<file path="src/rtl/pattern_pkg.sv">
// Shared constants, types and FSM state encoding for the bit pattern sequencer.
package pattern_pkg;

  localparam int WIDTH = 16;
  localparam int DEPTH = 16;
  localparam int AW    = $clog2(DEPTH);

  typedef logic [AW-1:0]    addr_t;
  typedef logic [WIDTH-1:0] word_t;

  typedef enum logic [1:0] {
    IDLE,
    FETCH,
    EMIT
  } seq_state_e;

endpackage

</file>
<file path="src/rtl/bit_pattern_sequencer_if.sv">
// Host-side bundle: playback control, write port and serial output of the sequencer.
interface bit_pattern_sequencer_if #(
  parameter  int WIDTH = pattern_pkg::WIDTH,
  parameter  int DEPTH = pattern_pkg::DEPTH,
  localparam int AW    = $clog2(DEPTH)
);

  logic             start;
  logic             stop;
  logic             loop;
  logic [AW-1:0]    len;
  logic             wr_en;
  logic [AW-1:0]    wr_addr;
  logic [WIDTH-1:0] wr_data;
  logic             wr_ack;
  logic             busy;
  logic [AW-1:0]    addr;
  logic             out;
  logic             out_valid;
  logic             done;

  modport master (
    output start, stop, loop, len, wr_en, wr_addr, wr_data,
    input  wr_ack, busy, addr, out, out_valid, done
  );

  modport slave (
    input  start, stop, loop, len, wr_en, wr_addr, wr_data,
    output wr_ack, busy, addr, out, out_valid, done
  );

endinterface

</file>
<file path="src/rtl/pattern_mem.sv">
// Pattern register file: one synchronous write port, one combinational read port,
// every word cleared by reset.
module pattern_mem #(
  parameter  int WIDTH = pattern_pkg::WIDTH,
  parameter  int DEPTH = pattern_pkg::DEPTH,
  localparam int AW    = $clog2(DEPTH)
) (
  input  logic             clk,
  input  logic             rst_n,
  input  logic             we,
  input  logic [AW-1:0]    waddr,
  input  logic [WIDTH-1:0] wdata,
  input  logic [AW-1:0]    raddr,
  output logic [WIDTH-1:0] rdata
);

  logic [WIDTH-1:0] r_mem [DEPTH];

  // NOTE: the array must be a flop bank (not RAM) because reset has to clear every word.
  always_ff @(posedge clk or negedge rst_n) begin
    if (!rst_n) begin
      for (int i = 0; i < DEPTH; i++) r_mem[i] <= '0;
    end else if (we) begin
      r_mem[waddr] <= wdata;
    end
  end

  assign rdata = r_mem[raddr];

endmodule

</file>
<file path="src/rtl/bit_pattern_sequencer.sv">
// Playback FSM walking addresses 0..len and emitting the diagonal bit mem[i][i],
// sharing the single memory port between engine fetches and host writes.
module bit_pattern_sequencer
  import pattern_pkg::*;
#(
  parameter  int WIDTH = pattern_pkg::WIDTH,
  parameter  int DEPTH = pattern_pkg::DEPTH,
  localparam int AW    = $clog2(DEPTH)
) (
  input  logic                    CLK,
  input  logic                    RST_N,
  bit_pattern_sequencer_if.slave  bus
);

  seq_state_e       r_state;
  seq_state_e       w_next;
  logic [AW-1:0]    r_idx;
  logic [AW-1:0]    r_len_q;
  logic             r_loop_q;
  logic [WIDTH-1:0] r_word;
  logic [WIDTH-1:0] w_rd_data;
  logic             r_out;
  logic             r_out_valid;
  logic             r_done;
  logic             w_wr_ack;
  logic             w_last;
  logic             w_launch;

  // The fetch owns the port in FETCH; a refused writer is served in the following EMIT.
  assign w_wr_ack = bus.wr_en && (r_state != FETCH);
  assign w_last   = (r_idx == r_len_q);
  assign w_launch = bus.start && !bus.stop;

  pattern_mem #(
    .WIDTH (WIDTH),
    .DEPTH (DEPTH)
  ) u_mem (
    .clk   (CLK),
    .rst_n (RST_N),
    .we    (w_wr_ack),
    .waddr (bus.wr_addr),
    .wdata (bus.wr_data),
    .raddr (r_idx),
    .rdata (w_rd_data)
  );

  // NOTE: non-blocking assignments keep every flop sampling pre-edge values.
  always_ff @(posedge CLK or negedge RST_N) begin
    if (!RST_N) r_state <= IDLE;
    else        r_state <= w_next;
  end

  // NOTE: w_next gets its default before the case so no path can infer a latch.
  always_comb begin
    w_next = r_state;
    unique case (r_state)
      IDLE:    if (w_launch) w_next = FETCH;
      FETCH:   w_next = bus.stop ? IDLE : EMIT;
      EMIT:    w_next = (bus.stop || (w_last && !r_loop_q)) ? IDLE : FETCH;
      default: w_next = IDLE;
    endcase
  end

  always_ff @(posedge CLK or negedge RST_N) begin
    if (!RST_N) begin
      r_idx       <= '0;
      r_len_q     <= '0;
      r_loop_q    <= 1'b0;
      r_word      <= '0;
      r_out       <= 1'b0;
      r_out_valid <= 1'b0;
      r_done      <= 1'b0;
    end else begin
      r_out_valid <= 1'b0;
      r_done      <= 1'b0;
      unique case (r_state)
        IDLE: begin
          if (w_launch) begin
            r_len_q  <= bus.len;
            r_loop_q <= bus.loop;
            r_idx    <= '0;
          end
        end
        FETCH: begin
          if (!bus.stop) r_word <= w_rd_data;
        end
        EMIT: begin
          // stop suppresses the emit and the index advance; out keeps its last value
          if (!bus.stop) begin
            r_out       <= r_word[r_idx];
            r_out_valid <= 1'b1;
            if (!w_last)       r_idx  <= r_idx + 1'b1;
            else if (r_loop_q) r_idx  <= '0;
            else               r_done <= 1'b1;
          end
        end
        default: ;
      endcase
    end
  end

  assign bus.wr_ack    = w_wr_ack;
  assign bus.busy      = (r_state != IDLE);
  assign bus.addr      = r_idx;
  assign bus.out       = r_out;
  assign bus.out_valid = r_out_valid;
  assign bus.done      = r_done;

endmodule
</file>
<file path="src/flat_wrapper.sv">
// flat-port wrapper written by rule: the top's interface ports become plain ports
module bit_pattern_sequencer_flat import pattern_pkg::*;
#(
  parameter  int WIDTH = pattern_pkg::WIDTH,
  parameter  int DEPTH = pattern_pkg::DEPTH,
  localparam int AW    = $clog2(DEPTH)
)
  (CLK, RST_N, bus_start, bus_stop, bus_loop, bus_len, bus_wr_en, bus_wr_addr, bus_wr_data, bus_wr_ack, bus_busy, bus_addr, bus_out, bus_out_valid, bus_done);
  bit_pattern_sequencer_if #(.WIDTH(WIDTH), .DEPTH(DEPTH)) bus_i ();
  input  logic CLK;
  input  logic RST_N;
  input wire logic [$bits(bus_i.start)-1:0] bus_start;
  input wire logic [$bits(bus_i.stop)-1:0] bus_stop;
  input wire logic [$bits(bus_i.loop)-1:0] bus_loop;
  input wire logic [$bits(bus_i.len)-1:0] bus_len;
  input wire logic [$bits(bus_i.wr_en)-1:0] bus_wr_en;
  input wire logic [$bits(bus_i.wr_addr)-1:0] bus_wr_addr;
  input wire logic [$bits(bus_i.wr_data)-1:0] bus_wr_data;
  output wire logic [$bits(bus_i.wr_ack)-1:0] bus_wr_ack;
  output wire logic [$bits(bus_i.busy)-1:0] bus_busy;
  output wire logic [$bits(bus_i.addr)-1:0] bus_addr;
  output wire logic [$bits(bus_i.out)-1:0] bus_out;
  output wire logic [$bits(bus_i.out_valid)-1:0] bus_out_valid;
  output wire logic [$bits(bus_i.done)-1:0] bus_done;
  assign bus_i.start = bus_start;
  assign bus_i.stop = bus_stop;
  assign bus_i.loop = bus_loop;
  assign bus_i.len = bus_len;
  assign bus_i.wr_en = bus_wr_en;
  assign bus_i.wr_addr = bus_wr_addr;
  assign bus_i.wr_data = bus_wr_data;
  assign bus_wr_ack = bus_i.wr_ack;
  assign bus_busy = bus_i.busy;
  assign bus_addr = bus_i.addr;
  assign bus_out = bus_i.out;
  assign bus_out_valid = bus_i.out_valid;
  assign bus_done = bus_i.done;
  bit_pattern_sequencer #(.WIDTH(WIDTH), .DEPTH(DEPTH)) u_core (.CLK(CLK), .RST_N(RST_N), .bus(bus_i));
endmodule
</file>
<file path="config.mk">
export PLATFORM = sky130hd
export DESIGN_NAME = bit_pattern_sequencer_flat
export DESIGN_NICKNAME = d
export VERILOG_FILES = /design/src/rtl/pattern_pkg.sv /design/src/rtl/bit_pattern_sequencer_if.sv /design/src/rtl/pattern_mem.sv /design/src/rtl/bit_pattern_sequencer.sv /design/src/flat_wrapper.sv
export SDC_FILE = /design/constraint.sdc
export NUM_CORES = 1
export LEC_CHECK = 0
export BUFFER_PORTS_ARGS = -buffer_cell sky130_fd_sc_hd__clkbuf_2
export CORE_MARGIN = 4
export CORE_UTILIZATION = 64
export CTS_BUF_LIST = sky130_fd_sc_hd__clkbuf_4 sky130_fd_sc_hd__clkbuf_8
export DETAILED_ROUTE_END_ITERATION = 16
export PLACE_DENSITY_LB_ADDON = 0.05
export SETUP_SLACK_MARGIN = 0.4
export SKIP_CTS_REPAIR_TIMING = 1
export SYNTH_ARGS = -nofsm -noshare
export SYNTH_HDL_FRONTEND = slang
export SYNTH_HIERARCHICAL = 1
export SYNTH_SLANG_ARGS = --single-unit
</file>
<file path="constraint.sdc">
create_clock -name CLK -period 4.9 [get_ports CLK]
set_clock_uncertainty 0.1 [all_clocks]
set_input_delay 0.735 -clock CLK [delete_from_list [all_inputs] [get_ports CLK]]
set_output_delay 0.735 -clock CLK [all_outputs]
set_load 0.005 [all_outputs]
</file>
==> results of run 1 <==
where the power goes:
part | internal, mW | switching (mW)
registers | 2.97 | 0.427
clock network | 1.17 | 0.898
logic | 1.10 | 0.599
total | 5.24 | 1.92
metrics by stage:
stage               instances  area (sq um)
CTS                      1149         14300
floorplan                 812         13000
finish                   1150         14300
global placement         1069         13400
detailed placement       1069         13400
global route             1150         14300
sequential cells by signal (all words and copies together), names as in the netlist:
signal and flops:
u_core/bus.out 1, u_core/bus.out_valid 1, u_core/r_loop_q 1, u_core/r_word 16
u_core/u_mem/r_mem 256, u_core/r_len_q 4, u_core/bus.addr 4, u_core/bus.done 1
u_core/r_state 2
cell type report:
type	instances	area [sq um]
sequential	286	7160
multi-input combinational	460	5500
fill	1269	5400
clock buffer	76	915
timing repair buffer	54	358
tap	265	332
clock inverter	4	28.8
inverter	4	15.0
antenna	1	2.50
logic make-up (layout without fill, tap and decap cells):
family                     after synthesis  in the layout  share of synthesized area [%]
muxes                                  347            347                           36.3
DFF                                    286            286                           55.2
and+or+nand+nor                         66             66                           3.12
buffers and inverters                   66            138                           2.61
AOI/OAI and AO/OA                       42             42                           2.45
xor gates and xnor gates                 4              4                          0.270
adders and majority gates                1              1                         0.0965
other                                    0              1                              0
synth_stat cells (2+ instances only):
master | count | area (sq um)
mux2i_1 | 3 | 30.0
nand3_1 | 5 | 25.0
and2_1 | 2 | 12.5
buf_2 | 21 | 105
a22oi_1 | 32 | 240
mux2_2 | 266 | 3000
nor3_2 | 6 | 60.1
nor2_1 | 7 | 26.3
nand2b_1 | 5 | 31.3
xnor2_1 | 4 | 35.0
nor2b_1 | 3 | 18.8
clkbuf_1 | 29 | 109
a21oi_1 | 2 | 10.0
buf_6 | 6 | 67.6
mux2_4 | 10 | 150
mux4_2 | 65 | 1460
buf_4 | 5 | 37.5
nand2_1 | 21 | 78.8
inv_1 | 3 | 11.3
nand3b_1 | 2 | 15.0
nor2_2 | 4 | 25.0
dfrtp_1 | 286 | 7160
mux4_1 | 2 | 52.6
or3_1 | 2 | 12.5
path summary, 6_finish.rpt:
kind | from | endpoint | slack [ns]
worst max-delay path | u_core/r_state[1]$_DFFE_PN0N_ | u_core/u_mem/r_mem[252]$_DFFE_PN0P_ | 2.04
worst min-delay path | RST_N | u_core/u_mem/r_mem[162]$_DFFE_PN0P_ | 0.22
worst max register to register | u_core/r_state[1]$_DFFE_PN0N_ | u_core/u_mem/r_mem[252]$_DFFE_PN0P_ | 2.04
worst min register to register | u_core/r_loop_q$_DFFE_PN0P_ | u_core/bus.done$_DFF_PN0_ | 0.37
max in group asynchronous | RST_N | u_core/bus.addr[0]$_DFFE_PN0P_ | 3.43
min in group CLK | bus_len[0] | u_core/r_len_q[0]$_DFFE_PN0P_ | 0.31
layer usage:
layer  vias to the layer above  share of wire, %  routed length [microns]
met2                       234                47                    13700
met1                      3977                44                    12700
li1                       3121                 -                        -
met4                         2               2.6                      765
met3                        56               6.0                     1750
met5                         -             0.048                       14
==> key figures, run 1 <==
Logic synthesis
  – Top_reg_cell synth: dfrtp_1
  – #FFs+latches synth: 286
  – Share of synthesized registers carrying an async set or reset: 100%
  – Synthesized Nets: 843
  – Warnings from Yosys: 6
  – Syn Inst Count: 812
  – Synth cell types: 45
  – Synthesized cell area: 13000 sq um
  – Syn avg cell area: 16.0 sq um
  – Post-synth EDFFs: 0
  – Seq/Total Area, Yosys: 55.2%

Min path
  – Worst Hold Class: input pin to asynchronous set/reset pin

Die
  – Die area: 22600 sq um
  – Row cnt: 51
  – Io pins: 39
  – Core Area: 19700 sq um
  – Die Span X: 150 microns
  – Initial core utilization: 65.8%
  – Die H: 150 microns

Critical path
  – Arr. time, crit path: 3.20 ns
  – Slowest cell delay on critical path: 1.00 ns
  – CP endpoint kind: register
  – Worst Path Max Fanout: 16
  – Critical Path Most Common Cell: nand2b_1
  – Worst-case reg-to-reg path depth: 5
  – Crit-path cells: nand2b_1, and2_1, nand2b_1, or4_1, mux2_4
  – WP depth: 5
  – CP delay by family, top: simple AND/OR/NAND/NOR gates
  – Worst setup path class: register to register
  – CP required: 5.24 ns
  – Crit path launch type: register
  – Slowest CP cell: or4_1
  – Buf/Inv on CP: 0

STA
  – Final WS setup: 2.04 ns
  – Final count of pins violating max slew: 0
  – Final Cycle Share: 58.3%
  – Actual slew at the worst max-slew pin: 1.27 ns
  – Period minus WS final: 2.86 ns
  – Final setup viols: 0
  – Fmax achieved: 350 MHz
  – WHS: 0.220 ns
  – RSZ-0062 raised after global routing: no
  – Slew headroom: 15.1%
  – Hold Fails Final Rpt: 0
  – Final setup TNS: 0 ns

Global routing
  – Number of global-route vias before repair: 8125
  – GRT Total Usage: 26.9%
  – Grt ovf: 0
  – Met3 Resource Use GR: 4.76%
  – Global-route wire length before repair: 46.0 mm
  – Largest net degree at the start of global routing: 148
  – Antenna violations before repair: 2
  – Busiest grt layer: met2
  – Met1 Use GR: 39.1%
  – M2 GR Usage: 41.7%

Pwr
  – IR drop worst, VDD: 351 uV
  – LEAKAGE: 6.19 nW
  – Power per cell area: 500 nW/um^2
  – Pwr Total: 7.16 mW

Layout
  – Synthesis-to-layout area growth: 10.4%
  – Fraction of layout cells with a size suffix above 1: 56.3%
  – Commonest non-fill, non-tap cell in the layout: dfrtp_1
  – Nets: 883
  – Commonest non-fill, non-tap cells in the layout: 284 x dfrtp_1, 266 x mux2_2, 65 x mux4_2
  – Final core occ: 72.6%

CTS
  – Bufs on Longest Clock Path: 3
  – Clk_lat worst skew: 0.56 ns
  – CTS tree: yes
  – Clock sinks: 286
  – H-tree levels: 2
  – CTS Buf Count: 46
  – Root Driver: clkbuf_8
  – Clock Pin Slew Worst Setup and Hold Paths: 0.06 ns

Detailed routing
  – Initial drt markers: 559
  – Drt total wl: 28.9 mm
  – Number of routed nets with antenna violations: 0
  – DR WL/cell: 25.1 microns
  – Pre-antenna DRT Iters: 5
  – Post-route DRC: 0
  – Mean number of vias per cell: 6.43
  – Vias: 7390

Placement
  – RePlAce Congestion: 0.770
  – Detailed placement HPWL: 17.6 mm
  – Pre-CTS setup slack: 1.94 ns
  – IO buf count: 38

Run status
  – Result of the run: completed

Run
  – Max cap viols: 0
Power figures use the tool's default switching activity.
==> run 2, diff against run 1 <==
clock period = 2.7 ns   (was 4.9 ns; I/O delays follow)
==> key figures, run 2 (synthesized netlist as in run 1, its figures left out) <==
Run status
  – Result of the run: completed

STA
  – Final setup TNS: 0 ns (unchanged)
  – RSZ-0062 raised after global routing: no
  – Final Cycle Share: 83.5% (+25 points)
  – Slew headroom: 19.8% (+4.6 points)
  – Period minus WS final: 2.25 ns (-0.604 ns)
  – Actual slew at the worst max-slew pin: 1.20 ns (-0.0707 ns)
  – Fmax achieved: 444 MHz (+27%)
  – Final setup viols: 0 (unchanged)
  – Final WS setup: 0.446 ns (-1.60 ns)
  – Hold Fails Final Rpt: 0 (unchanged)
  – Final count of pins violating max slew: 0 (unchanged)

Layout
  – Layout Cells excl Fill: 1173 (+2.0%)
  – Design area: 14600 sq um (+2.2%)
  – Fraction of layout cells with a size suffix above 1: 57.2% (+0.82 points)
  – Fillers: 1234 (-2.8%)
  – Nets: 915 (+3.6%)
  – Final core occ: 74.2% (+1.6 points)
  – Register Area: 7160 sq um (about the same)
  – Regs by FF count: u_core/u_mem/r_mem (256), u_core/r_word (16)
  – Inserted Diodes: 0 (-1)
  – Synthesis-to-layout area growth: 12.8%
  – Commonest non-fill, non-tap cell in the layout: dfrtp_1
  – Max reg flops: 256 (unchanged)
  – Most flops, register: u_core/u_mem/r_mem
  – Footprint of the multi-input gates: 5510 sq um (about the same)
  – Commonest non-fill, non-tap cells in the layout: 283 x dfrtp_1, 266 x mux2_2, 65 x mux4_2

Global routing
  – GRT Total Usage: 28.0% (+1.1 points)
  – Largest net degree at the start of global routing: 77 (-48%)
  – Antenna violations before repair: 0 (-2)
  – Number of global-route vias before repair: 8241 (+1.4%)
  – Grt ovf: 0 (unchanged)
  – Global-route wire length before repair: 47.5 mm (+3.4%)

Pwr
  – Internal: 9.61 mW (+83%)
  – Clock Power Share: 27.8% (-1.1 points)
  – Sw Share: 26.5% (-0.34 points)
  – Reg power frac: 46.3% (-1.1 points)
  – Combinational power share: 25.9% (+2.2 points)
  – LEAKAGE: 6.36 nW (+2.6%)
  – IR drop worst, VDD: 584 uV (+66%)
  – Net Sw Power: 3.47 mW (+80%)
  – Power per cell area: 894 nW/um^2 (+79%)

Die
  – Die area: 22600 sq um (unchanged)
  – Core Area: 19700 sq um (unchanged)
  – Io pins: 39 (unchanged)
  – Die H: 150 microns (unchanged)
  – Initial core utilization: 65.8% (unchanged)
  – Die Span X: 150 microns (unchanged)
  – Row cnt: 51 (unchanged)

CTS
  – Clock Pin Slew Worst Setup and Hold Paths: 0.06 ns (about the same)
  – Clk_lat worst skew: 0.54 ns (-0.02 ns)
  – H-tree levels: 2 (unchanged)
  – CTS tree: yes
  – CTS Buf Count: 46 (unchanged)
  – Clock sinks: 286 (unchanged)
  – Root Driver: clkbuf_8
  – Bufs on Longest Clock Path: 3 (unchanged)

Critical path
  – CP endpoint kind: register
  – Crit path launch type: register
  – Arr. time, crit path: 2.63 ns (-0.57 ns)
  – Worst Path Max Fanout: 9 (-7)
  – CP required: 3.07 ns (-2.17 ns)
  – Worst setup path class: register to register
  – Reg2reg setup slack: 0.45 ns (-1.60 ns)

Min path
  – Worst Hold Class: input pin to register

Placement
  – IO buf count: 38 (unchanged)
  – Placed Cells: 1094 (+2.3%)
  – Area after DPL: 13600 sq um (+2.0%)
  – Detailed placement HPWL: 18.6 mm (+6.2%)
  – RePlAce Congestion: 0.740 (-3.9%)
  – Pre-CTS setup slack: 0.324 ns (-1.62 ns)

Detailed routing
  – Mean number of vias per cell: 6.48 (+0.79%)
  – Vias: 7597 (+2.8%)
  – Post-route DRC: 0 (unchanged)
  – Number of routed nets with antenna violations: 0 (unchanged)
  – Pre-antenna DRT Iters: 4 (-1)
  – Initial drt markers: 513 (-8.2%)
  – DR WL/cell: 25.7 microns (+2.1%)
  – Drt total wl: 30.1 mm (+4.1%)

Run
  – Max cap viols: 0 (unchanged)
## run 2: power groups by stage
stage                     Clock (mW)  Combinational [mW]  Sequential (mW)
final                           3.63                3.38             6.06
after detailed placement           0                3.30             6.15
after floorplan                    0                2.67             5.81
after global routing            3.91                3.66             6.17
after CTS                       3.72                3.32             6.07
after global placement             0                3.18             6.02
## run 2: worst max-delay path: stages, from the launching register on
cell,delay (ns)
dfrtp_1,0.44
nor2b_1,0.94
buf_4,0.36
a22oi_1,0.10
nand2_1,0.09
mux2_2,0.15
## run 2: area by class of cell
class                   instances  area share [%]
well taps                     265            2.27
flip-flops and latches        286            49.0
clock buffers                  72            6.13
multi-input cells             460            37.7
repair buffers                 86            4.87
inverters                       4           0.103
## run 2: final timing paths
path | startpoint | to | cells past startpoint
worst min-delay path | bus_stop | u_core/r_state[1]$_DFFE_PN0N_ | 2
min in group asynchronous | RST_N | u_core/u_mem/r_mem[18]$_DFFE_PN0P_ | 2
worst max-delay path | u_core/bus.addr[3]$_DFFE_PN0P_ | u_core/r_word[8]$_DFFE_PN0P_ | 5
worst min register to register | u_core/r_loop_q$_DFFE_PN0P_ | u_core/bus.done$_DFF_PN0_ | 1
worst max register to register | u_core/bus.addr[3]$_DFFE_PN0P_ | u_core/r_word[8]$_DFFE_PN0P_ | 5
max in group asynchronous | RST_N | u_core/u_mem/r_mem[61]$_DFFE_PN0P_ | 3
## run 2: routing by layer
| layer | up-vias | track usage, % | routed length (microns) | part of all wire, % |
|---|---|---|---|---|
| li1 | 3175 | - | - | - |
| met1 | 4088 | 40.2 | 12900 | 43 |
| met2 | 260 | 45.0 | 14600 | 49 |
| met3 | 74 | 4.67 | 1690 | 5.6 |
| met4 | 0 | 8.46 | 879 | 2.9 |
| met5 | - | 0 | 0 | 0 |
## run 2: metrics by stage
| step | power, mW | hold WS, ns |
|---|---|---|
| detailed placement | 9.45 | 0.337 |
| CTS | 13.1 | -0.241 |
| finish | 13.1 | 0.135 |
| global placement | 9.20 | 0.322 |
| floorplan | 8.48 | 0.00941 |
| global route | 13.7 | 0.121 |
